==> config.mk <==
export PLATFORM = sky130hd
export DESIGN_NAME = rgbw_pwm_decoder
export DESIGN_NICKNAME = d
export VERILOG_FILES = /design/src/rtl/rgbw_pwm_decoder.sv
export SDC_FILE = /design/constraint.sdc
export NUM_CORES = 1
export LEC_CHECK = 0
export ABC_CLOCK_PERIOD_IN_PS = 4100
export CAP_MARGIN = 5
export CORE_MARGIN = 1.5
export CORE_UTILIZATION = 50
export CTS_CLUSTER_SIZE = 20
export DETAILED_ROUTE_END_ITERATION = 10
export HOLD_SLACK_MARGIN = 0.06
export PLACE_DENSITY = 0.83
export SLEW_MARGIN = 30
export SYNTH_ARGS = -nofsm -noshare
export SYNTH_HDL_FRONTEND = slang
export SYNTH_SLANG_ARGS = --single-unit
==> constraint.sdc <==
create_clock -name clk -period 4.1 [get_ports clk]
set_input_delay 0.615 -clock clk [delete_from_list [all_inputs] [get_ports clk]]
set_output_delay 0.615 -clock clk [all_outputs]
set_load 0.01 [all_outputs]
==> src/rtl/rgbw_pwm_decoder.sv <==
// rgbw_pwm_decoder
// Four-channel PWM capture. Each channel measures the rise-to-rise period and the
// high time of its input in clk cycles. It reports each result with a one-cycle
// valid strobe. It also flags inputs that stay at a constant level (0 % / 100 % duty).
module rgbw_pwm_decoder #(
  parameter int          CNT_W   = 16,
  parameter int unsigned TIMEOUT = 16'hFFFF
) (
  input  logic                 clk,
  input  logic                 rst_n,
  input  logic                 ena,
  input  logic [3:0]           pwm_i,
  output logic [4*CNT_W-1:0]   high_o,
  output logic [4*CNT_W-1:0]   period_o,
  output logic [3:0]           valid_o,
  output logic [3:0]           stuck_o,
  output logic [3:0]           level_o
);

  localparam logic [CNT_W-1:0] TIMEOUT_C = CNT_W'(TIMEOUT);
  localparam logic [CNT_W-1:0] CNT_MAX   = '1;
  localparam logic [CNT_W-1:0] CNT_ONE   = CNT_W'(1);

  typedef enum logic {
    IDLE = 1'b0,
    MEAS = 1'b1
  } state_t;

  genvar gi;
  generate
    for (gi = 0; gi < 4; gi++) begin : g_ch
      logic             s1_reg, s2_reg, s3_reg;
      logic             rise;
      state_t           state_reg;
      logic [CNT_W-1:0] per_cnt_reg, hi_cnt_reg;
      logic [CNT_W-1:0] high_reg, period_reg;
      logic             valid_reg, stuck_reg, level_reg;

      // Every edge passes through the same two flops, so the latency is the same for
      // every edge and the measured widths are exact.
      assign rise = s2_reg & ~s3_reg;

      // Two-flop synchroniser followed by a delay flop for edge detection.
      always_ff @(posedge clk or negedge rst_n) begin
        if (!rst_n) begin
          s1_reg <= 1'b0;
          s2_reg <= 1'b0;
          s3_reg <= 1'b0;
        end else begin
          s1_reg <= pwm_i[gi];
          s2_reg <= s1_reg;
          s3_reg <= s2_reg;
        end
      end

      // Channel measurement FSM with registered result, strobe and stuck flags.
      always_ff @(posedge clk or negedge rst_n) begin
        if (!rst_n) begin
          state_reg   <= IDLE;
          per_cnt_reg <= '0;
          hi_cnt_reg  <= '0;
          high_reg    <= '0;
          period_reg  <= '0;
          valid_reg   <= 1'b0;
          stuck_reg   <= 1'b0;
          level_reg   <= 1'b0;
        end else begin
          valid_reg <= 1'b0;
          if (!ena) begin
            // Discard any measurement in progress. Published results and flags are held.
            state_reg   <= IDLE;
            per_cnt_reg <= '0;
            hi_cnt_reg  <= '0;
          end else begin
            case (state_reg)
              IDLE: begin
                per_cnt_reg <= '0;
                hi_cnt_reg  <= '0;
                if (rise) begin
                  // The first edge only opens a measurement window.
                  state_reg   <= MEAS;
                  per_cnt_reg <= CNT_ONE;
                  hi_cnt_reg  <= CNT_ONE;
                  stuck_reg   <= 1'b0;
                end
              end
              MEAS: begin
                if (rise) begin
                  // A rise wins over a timeout in the same cycle.
                  high_reg    <= hi_cnt_reg;
                  period_reg  <= per_cnt_reg;
                  valid_reg   <= 1'b1;
                  per_cnt_reg <= CNT_ONE;
                  hi_cnt_reg  <= CNT_ONE;
                  stuck_reg   <= 1'b0;
                end else if (per_cnt_reg == TIMEOUT_C) begin
                  stuck_reg   <= 1'b1;
                  level_reg   <= s2_reg;
                  high_reg    <= s2_reg ? CNT_MAX : '0;
                  period_reg  <= '0;
                  valid_reg   <= 1'b1;
                  state_reg   <= IDLE;
                  per_cnt_reg <= '0;
                  hi_cnt_reg  <= '0;
                end else begin
                  if (per_cnt_reg != CNT_MAX) per_cnt_reg <= per_cnt_reg + CNT_ONE;
                  if (s2_reg && (hi_cnt_reg != CNT_MAX)) hi_cnt_reg <= hi_cnt_reg + CNT_ONE;
                end
              end
              default: begin
                state_reg   <= IDLE;
                per_cnt_reg <= '0;
                hi_cnt_reg  <= '0;
              end
            endcase
          end
        end
      end

      assign high_o[gi*CNT_W +: CNT_W]   = high_reg;
      assign period_o[gi*CNT_W +: CNT_W] = period_reg;
      assign valid_o[gi]                 = valid_reg;
      assign stuck_o[gi]                 = stuck_reg;
      assign level_o[gi]                 = level_reg;
    end
  endgenerate

endmodule

==> results of run 1 <==
==> routing by layer <==
layer / GRT usage, % / share of wire [%]
met2: 35.5 / 48
met3: 3.42 / 4.7
met5: 0 / 0
met4: 5.35 / 1.7
met1: 30.3 / 46
==> worst min path at each step <==
stage / slack, ns / depth (start not counted) / from / endpoint
6_report: 0.35 / 0 / g_ch[0].s1_reg / g_ch[0].s2_reg
3_5_place_dp: 0.34 / 0 / g_ch[0].s1_reg / g_ch[0].s2_reg
5_1_grt: 0.35 / 0 / g_ch[0].s1_reg / g_ch[0].s2_reg
2_1_floorplan: 0.32 / 0 / rst_n / g_ch[0].hi_cnt_reg[0]
3_3_place_gp: 0.33 / 0 / g_ch[1].s1_reg / g_ch[1].s2_reg
4_1_cts: 0.17 / 1 / rst_n / g_ch[2].valid_reg
==> worst max-delay path, stage by stage, from the launching register on <==
cell and delay [ns]:
dfrtp_1 0.43, ha_1 0.23, nand3_1 0.14, nor4_1 0.67, and3_1 0.67, nor2_1 0.08, buf_4 0.22, o2bb2ai_1 0.14
==> layout by cell type, fill, tap and decap left out, types with 11 or more instances in the layout <==
master	n
a21oi_1	21
a22o_1	16
and3_1	25
buf_4	15
clkbuf_16	31
clkdlybuf4s50_1	145
dfrtp_1	284
inv_1	21
nand2_1	159
nand3_1	40
nand4_1	41
nor2_1	185
nor3_1	37
o211ai_1	11
o21ai_0	78
o21ai_1	13
o221a_2	16
o2bb2ai_1	16
xnor2_1	45
xor2_1	47
==> power groups by stage <==
stage	combinational, mW	clock, mW	sequential, mW
5_1_grt	0.768	2.83	3.12
3_3_place_gp	0.692	0	3.14
4_1_cts	0.715	2.72	3.10
6_report	0.707	2.66	3.10
3_5_place_dp	0.713	0	3.15
2_1_floorplan	0.211	0	3.19
==> cells by family (layout without fill, tap and decap cells) <==
kind of cell	after synthesis	in the layout	share of synthesized area [%]
AO/OA/AOI/OAI	222	222	12.1
multiplexers	4	4	0.320
XOR/XNOR	92	92	6.44
adder cells (fa/ha/maj)	8	8	0.799
buffers and inverters	89	236	3.30
AND/OR/NAND/NOR	550	550	20.3
flip-flops	284	284	56.8
==> what timing repair did <==
| action | in CTS | in global routing |
|---|---|---|
| hold endpoints to repair | 0 | 37 |
| hold buffers | 0 | 1 |
| resized for setup | 0 | 0 |
==> cell type report <==
class,count,area (sq um),area share (%)
Clock buffer,45,888,5.84
Clock inverter,6,80.1,0.526
Inverter,21,78.8,0.518
Multi-Input combinational cell,876,5020,33.0
Sequential cell,284,7110,46.7
Tap cell,324,405,2.66
Timing Repair Buffer,164,1640,10.8
==> stage by stage <==
stage | setup WS (ns) | utilization (%)
6_report | 1.36 | 62.2
2_1_floorplan | 2.06 | -
3_3_place_gp | 1.02 | 58.0
3_5_place_dp | 0.838 | 58.0
5_1_grt | 1.11 | 62.2
4_1_cts | 1.38 | 62.0
==> out/results.tsv, run 1 <==
metric	value	unit
status	complete, no violations	
fin area	15200	sq um
I/O pin total	147	
critical-path maximum fanout	20	
CTS max path bufs	3	
RSZ-0062 raised after global routing	no	
placed cell areas	14200	sq um
antenna violations before repair	0	
Post-DP HPWL	18.1	mm
Switching Fraction	23.1	%
period utilisation layout	66.9	%
nets@finish	1392	
Hold Vio Cnt, Final	0	
Clock Sinks	284	
Placer Congestion	0.823	
htree depth	1	
Comb pwr share	10.9	%
yosys warns	0	
top cell type's share of synthesized area	56.8	%
core area	24500	sq um
FF-to-FF setup slack	1.36	ns
Post-Syn Area	12500	sq um
synthesis-to-finish area growth	21.5	%
number of global-route vias before repair	9608	
worst skew pair latency	0.54	ns
Critical Path Source	g_ch[2].per_cnt_reg[0]	
synth top area cells	dfrtp_1, nor2_1, nand2_1, xor2_1, xnor2_1	
Net Sw Power	1.49	mW
top cells by count, synth	dfrtp_1, nor2_1, nand2_1	
critical path type	flop to flop	
largest net degree at the start of global routing	116	
DRC	0	
Iter 0 DRT Violations	631	
Antenna diodes	0	
Clk network pwr share	41.2	%
Worst Setup Start Kind	flop	
largest area contributor in the netlist	dfrtp_1	
IO Port Bufs	146	
Async SR Flop Fraction	100	%
Post-Syn Instances	1249	
Seq pwr share	47.9	%
register area share after synthesis	56.8	%
Setup-failing EPs final	0	
fraction of layout cells with a size suffix above 1	6.88	%
Crit path arrival time	3.13	ns
max cap viols	0	
antenna viol nets, final	0	
Setup Skew	0.0110	ns
clock period minus worst slack	2.74	ns
CTS Buf Count	30	
Post-CTS Setup Inserts	0	
Final TNS setup	0	ns
CTS tree	yes	
global route total overflow	0	
Placed Cells	1667	
syn avg cell area	10.0	sq um
EDFF count, synth	0	
Vias per Instance	5.70	
PwrDens	425	nW/um^2
vias post-DR	9801	
die width	161	microns
Max-slew headroom	36.3	%
first-pass GRT wire length	47.2	mm
GRT Util Overall	21.6	%
Final Max Slew Viols	0	
Tightest Pin Transition	0.954	ns
wire per inst	16.2	microns
Synthesized Nets	1264	
Hold WC Path Type	flop to flop	
Worst Setup End Kind	flop	
unique cell type count in the Yosys netlist	54	
Starting Density	51.2	%
root buffer cell	clkbuf_16	
PnR Total Power	6.47	mW
Fin Hold WS	0.347	ns
Post-Route WL	27.9	mm
Critical Path End	g_ch[2].high_reg[3]	
r2r startpoint	g_ch[2].per_cnt_reg[0]	
Site Rows	57	
Die ar.	26000	sq um
final std cells w/o fill	1720	
main flop type after synthesis	dfrtp_1	
Max Freq	365	MHz
Fillers	1893	
leak pwr	6.26	nW
1st-pass router iterations	6	
R2R cell count	7	
Peak VDD IR	0.254	mV
Clock Pin Slew Worst Setup and Hold Paths	0.06	ns
reg2reg end	g_ch[2].high_reg[3]	
internal power	4.97	mW
Yosys reg bits	284	
dominant cell by count in the synthesized netlist	dfrtp_1	
Data required, critical path	4.49	ns
Die Y-Extent	161	microns
Note: power is estimated with default switching activity, not from simulation.
==> run 2: changes to the inputs <==
--- a/config.mk
+++ b/config.mk
@@ -5,14 +5,14 @@
 export SDC_FILE = /design/constraint.sdc
 export NUM_CORES = 1
 export LEC_CHECK = 0
-export ABC_CLOCK_PERIOD_IN_PS = 4100
+export ABC_CLOCK_PERIOD_IN_PS = 2400
 export CAP_MARGIN = 5
 export CORE_MARGIN = 1.5
 export CORE_UTILIZATION = 50
 export CTS_CLUSTER_SIZE = 20
 export DETAILED_ROUTE_END_ITERATION = 10
 export HOLD_SLACK_MARGIN = 0.06
-export PLACE_DENSITY = 0.83
+export PLACE_DENSITY = 0.85
 export SLEW_MARGIN = 30
 export SYNTH_ARGS = -nofsm -noshare
 export SYNTH_HDL_FRONTEND = slang
==> constraint.sdc (replaced) <==
create_clock -name clk -period 2.4 [get_ports clk]
set_input_delay 0.36 -clock clk [delete_from_list [all_inputs] [get_ports clk]]
set_output_delay 0.36 -clock clk [all_outputs]
set_load 0.01 [all_outputs]
==> out/results.tsv, run 2 (synthesis results as in run 1) <==
metric	value	unit
status	complete, no violations	
Worst Setup Start Kind	flop	
Placer Congestion	0.834	
Iter 0 DRT Violations	750	
fraction of layout cells with a size suffix above 1	8.31	%
WP buf/inv	0	
Max-slew headroom	59.3	%
vias post-DR	9921	
Critical Path Max Stage Delay	0.49	ns
antenna viol nets, final	0	
area occupied by multi-input gates	5000	sq um
Vias per Instance	5.69	
Max Freq	465	MHz
IO Port Bufs	146	
critical-path maximum fanout	16	
Worst Setup End Kind	flop	
nets@finish	1414	
Hold WC Path Type	input pin to flop	
RSZ-0062 raised after global routing	no	
Fillers	1858	
Die Y-Extent	161	microns
wire per inst	16.3	microns
global route total overflow	0	
CTS Buf Count	29	
Post-CTS Setup Inserts	0	
GRT Util Overall	22.2	%
DRT met1 WL	12.6	mm
Fin Hold WS	0.263	ns
clock period minus worst slack	2.15	ns
final std cells w/o fill	1744	
critical path type	flop to flop	
1st-pass router iterations	5	
Placed Cells	1691	
htree depth	1	
Peak VDD IR	0.443	mV
Crit path depth	6	
CTS tree	yes	
CTS max path bufs	3	
Clock Sinks	284	
antenna violations before repair	0	
DR top layer	met4	
core area	24500	sq um
Die ar.	26000	sq um
root buffer cell	clkbuf_16	
die width	161	microns
Setup Skew	0.00854	ns
leak pwr	6.38	nW
I/O pin total	147	
first-pass GRT wire length	48.1	mm
Setup-failing EPs final	0	
Hold Path Depth	1	
Post-Route WL	28.5	mm
Hold Vio Cnt, Final	0	
register area	7110	sq um
Antenna diodes	0	
commonest non-fill, non-tap cells in the layout	dfrtp_1, nor2_1, nand2_1, clkdlybuf4s50_1, o21ai_0	
synthesis-to-finish area growth	22.9	%
Data required, critical path	2.81	ns
PwrDens	714	nW/um^2
Starting Density	51.2	%
period utilisation layout	89.5	%
CP max-delay cell	or4_4	
DRC	0	
Site Rows	57	
Worst path top cell family by delay	simple AND/OR/NAND/NOR gates	
Clock Pin Slew Worst Setup and Hold Paths	0.06	ns
worst skew pair latency	0.54	ns
max cap viols	0	
CP Cell Sequence	ha_1, nand4_1, or4_4, nor2_4, nand2_1, o221a_2	
R2R cell count	6	
Post-DP HPWL	18.7	mm
Final TNS setup	0	ns
WL met2	13.8	mm
largest net degree at the start of global routing	74	
Crit path arrival time	2.56	ns
commonest non-fill, non-tap cell in the layout	dfrtp_1	
met3 wire len	1.46	mm
Final Max Slew Viols	0	
Tightest Pin Transition	0.606	ns
number of global-route vias before repair	9670	
## run 2: cell types whose count changed in the layout (fill, tap and decap cells not counted), moves of 2 or more
cell       before  now
nand2_1       159  161
nand2_2         2    0
buf_4          15   35
buf_12          1    5
clkbuf_1        8    6
clkinv_2        4    7
clkbuf_16      31   29
## run 2: per-layer routing
| layer | global-route usage (%) | up-vias |
|---|---|---|
| met5 | 0 | - |
| met4 | 7.32 | 0 |
| met3 | 2.98 | 62 |
| met2 | 36.6 | 319 |
| met1 | 30.6 | 4898 |
| li1 | - | 4642 |
## run 2: what timing repair did
action	4_1_cts	5_1_grt
gates resized for setup	1	0
hold endpoints to repair	65	0
hold buffers	1	0
endpoints found under the setup margin	1	1
pin swaps	0	1
## run 2: final timing paths
check / start / endpoint / slack, ns
max: g_ch[1].per_cnt_reg[0] / g_ch[1].high_reg[9] / 0.25
min: pwm_i[0] / g_ch[0].s1_reg / 0.26
max reg2reg: g_ch[1].per_cnt_reg[0] / g_ch[1].high_reg[9] / 0.25
min reg2reg: g_ch[1].s1_reg / g_ch[1].s2_reg / 0.35
max in group asynchronous: rst_n / g_ch[1].level_reg / 1.27
min in group asynchronous: rst_n / g_ch[2].valid_reg / 0.40
## run 2: final cells by class
class / count / share of cell area (%)
sequential: 284 / 46.2
multi-input combinational: 876 / 32.5
timing repair buffer: 187 / 12.0
clock buffer: 42 / 5.49
tap: 324 / 2.64
clock inverter: 10 / 0.667
inverter: 21 / 0.512
## run 2: power breakdown
part	switching, mW	internal [mW]
Sequential	0.206	5.08
Clock	1.82	2.64
Combinational	0.541	0.693
Total	2.56	8.42
## run 2: metrics by stage
stage | worst slack (ns) | utilization, % | power, mW | instance area, sq um
6_report | 0.251 | 62.9 | 11.0 | 15400
3_5_place_dp | 0.0878 | 59.0 | 6.62 | 14400
3_3_place_gp | 0.200 | 59.0 | 6.58 | 14400
4_1_cts | 0.118 | 62.9 | 11.1 | 15400
5_1_grt | 0.0594 | 62.9 | 11.4 | 15400
2_1_floorplan | 0.359 | - | 5.82 | 12500
==> run 3: changes to the inputs <==
--- a/config.mk
+++ b/config.mk
@@ -13,7 +13,7 @@
 export DETAILED_ROUTE_END_ITERATION = 10
 export HOLD_SLACK_MARGIN = 0.06
 export PLACE_DENSITY = 0.85
-export SLEW_MARGIN = 30
+export SLEW_MARGIN = 40
 export SYNTH_ARGS = -nofsm -noshare
 export SYNTH_HDL_FRONTEND = slang
 export SYNTH_SLANG_ARGS = --single-unit
==> results of run 3 <==
Same layout as run 2: the final DEF is identical, and so are final timing and power.
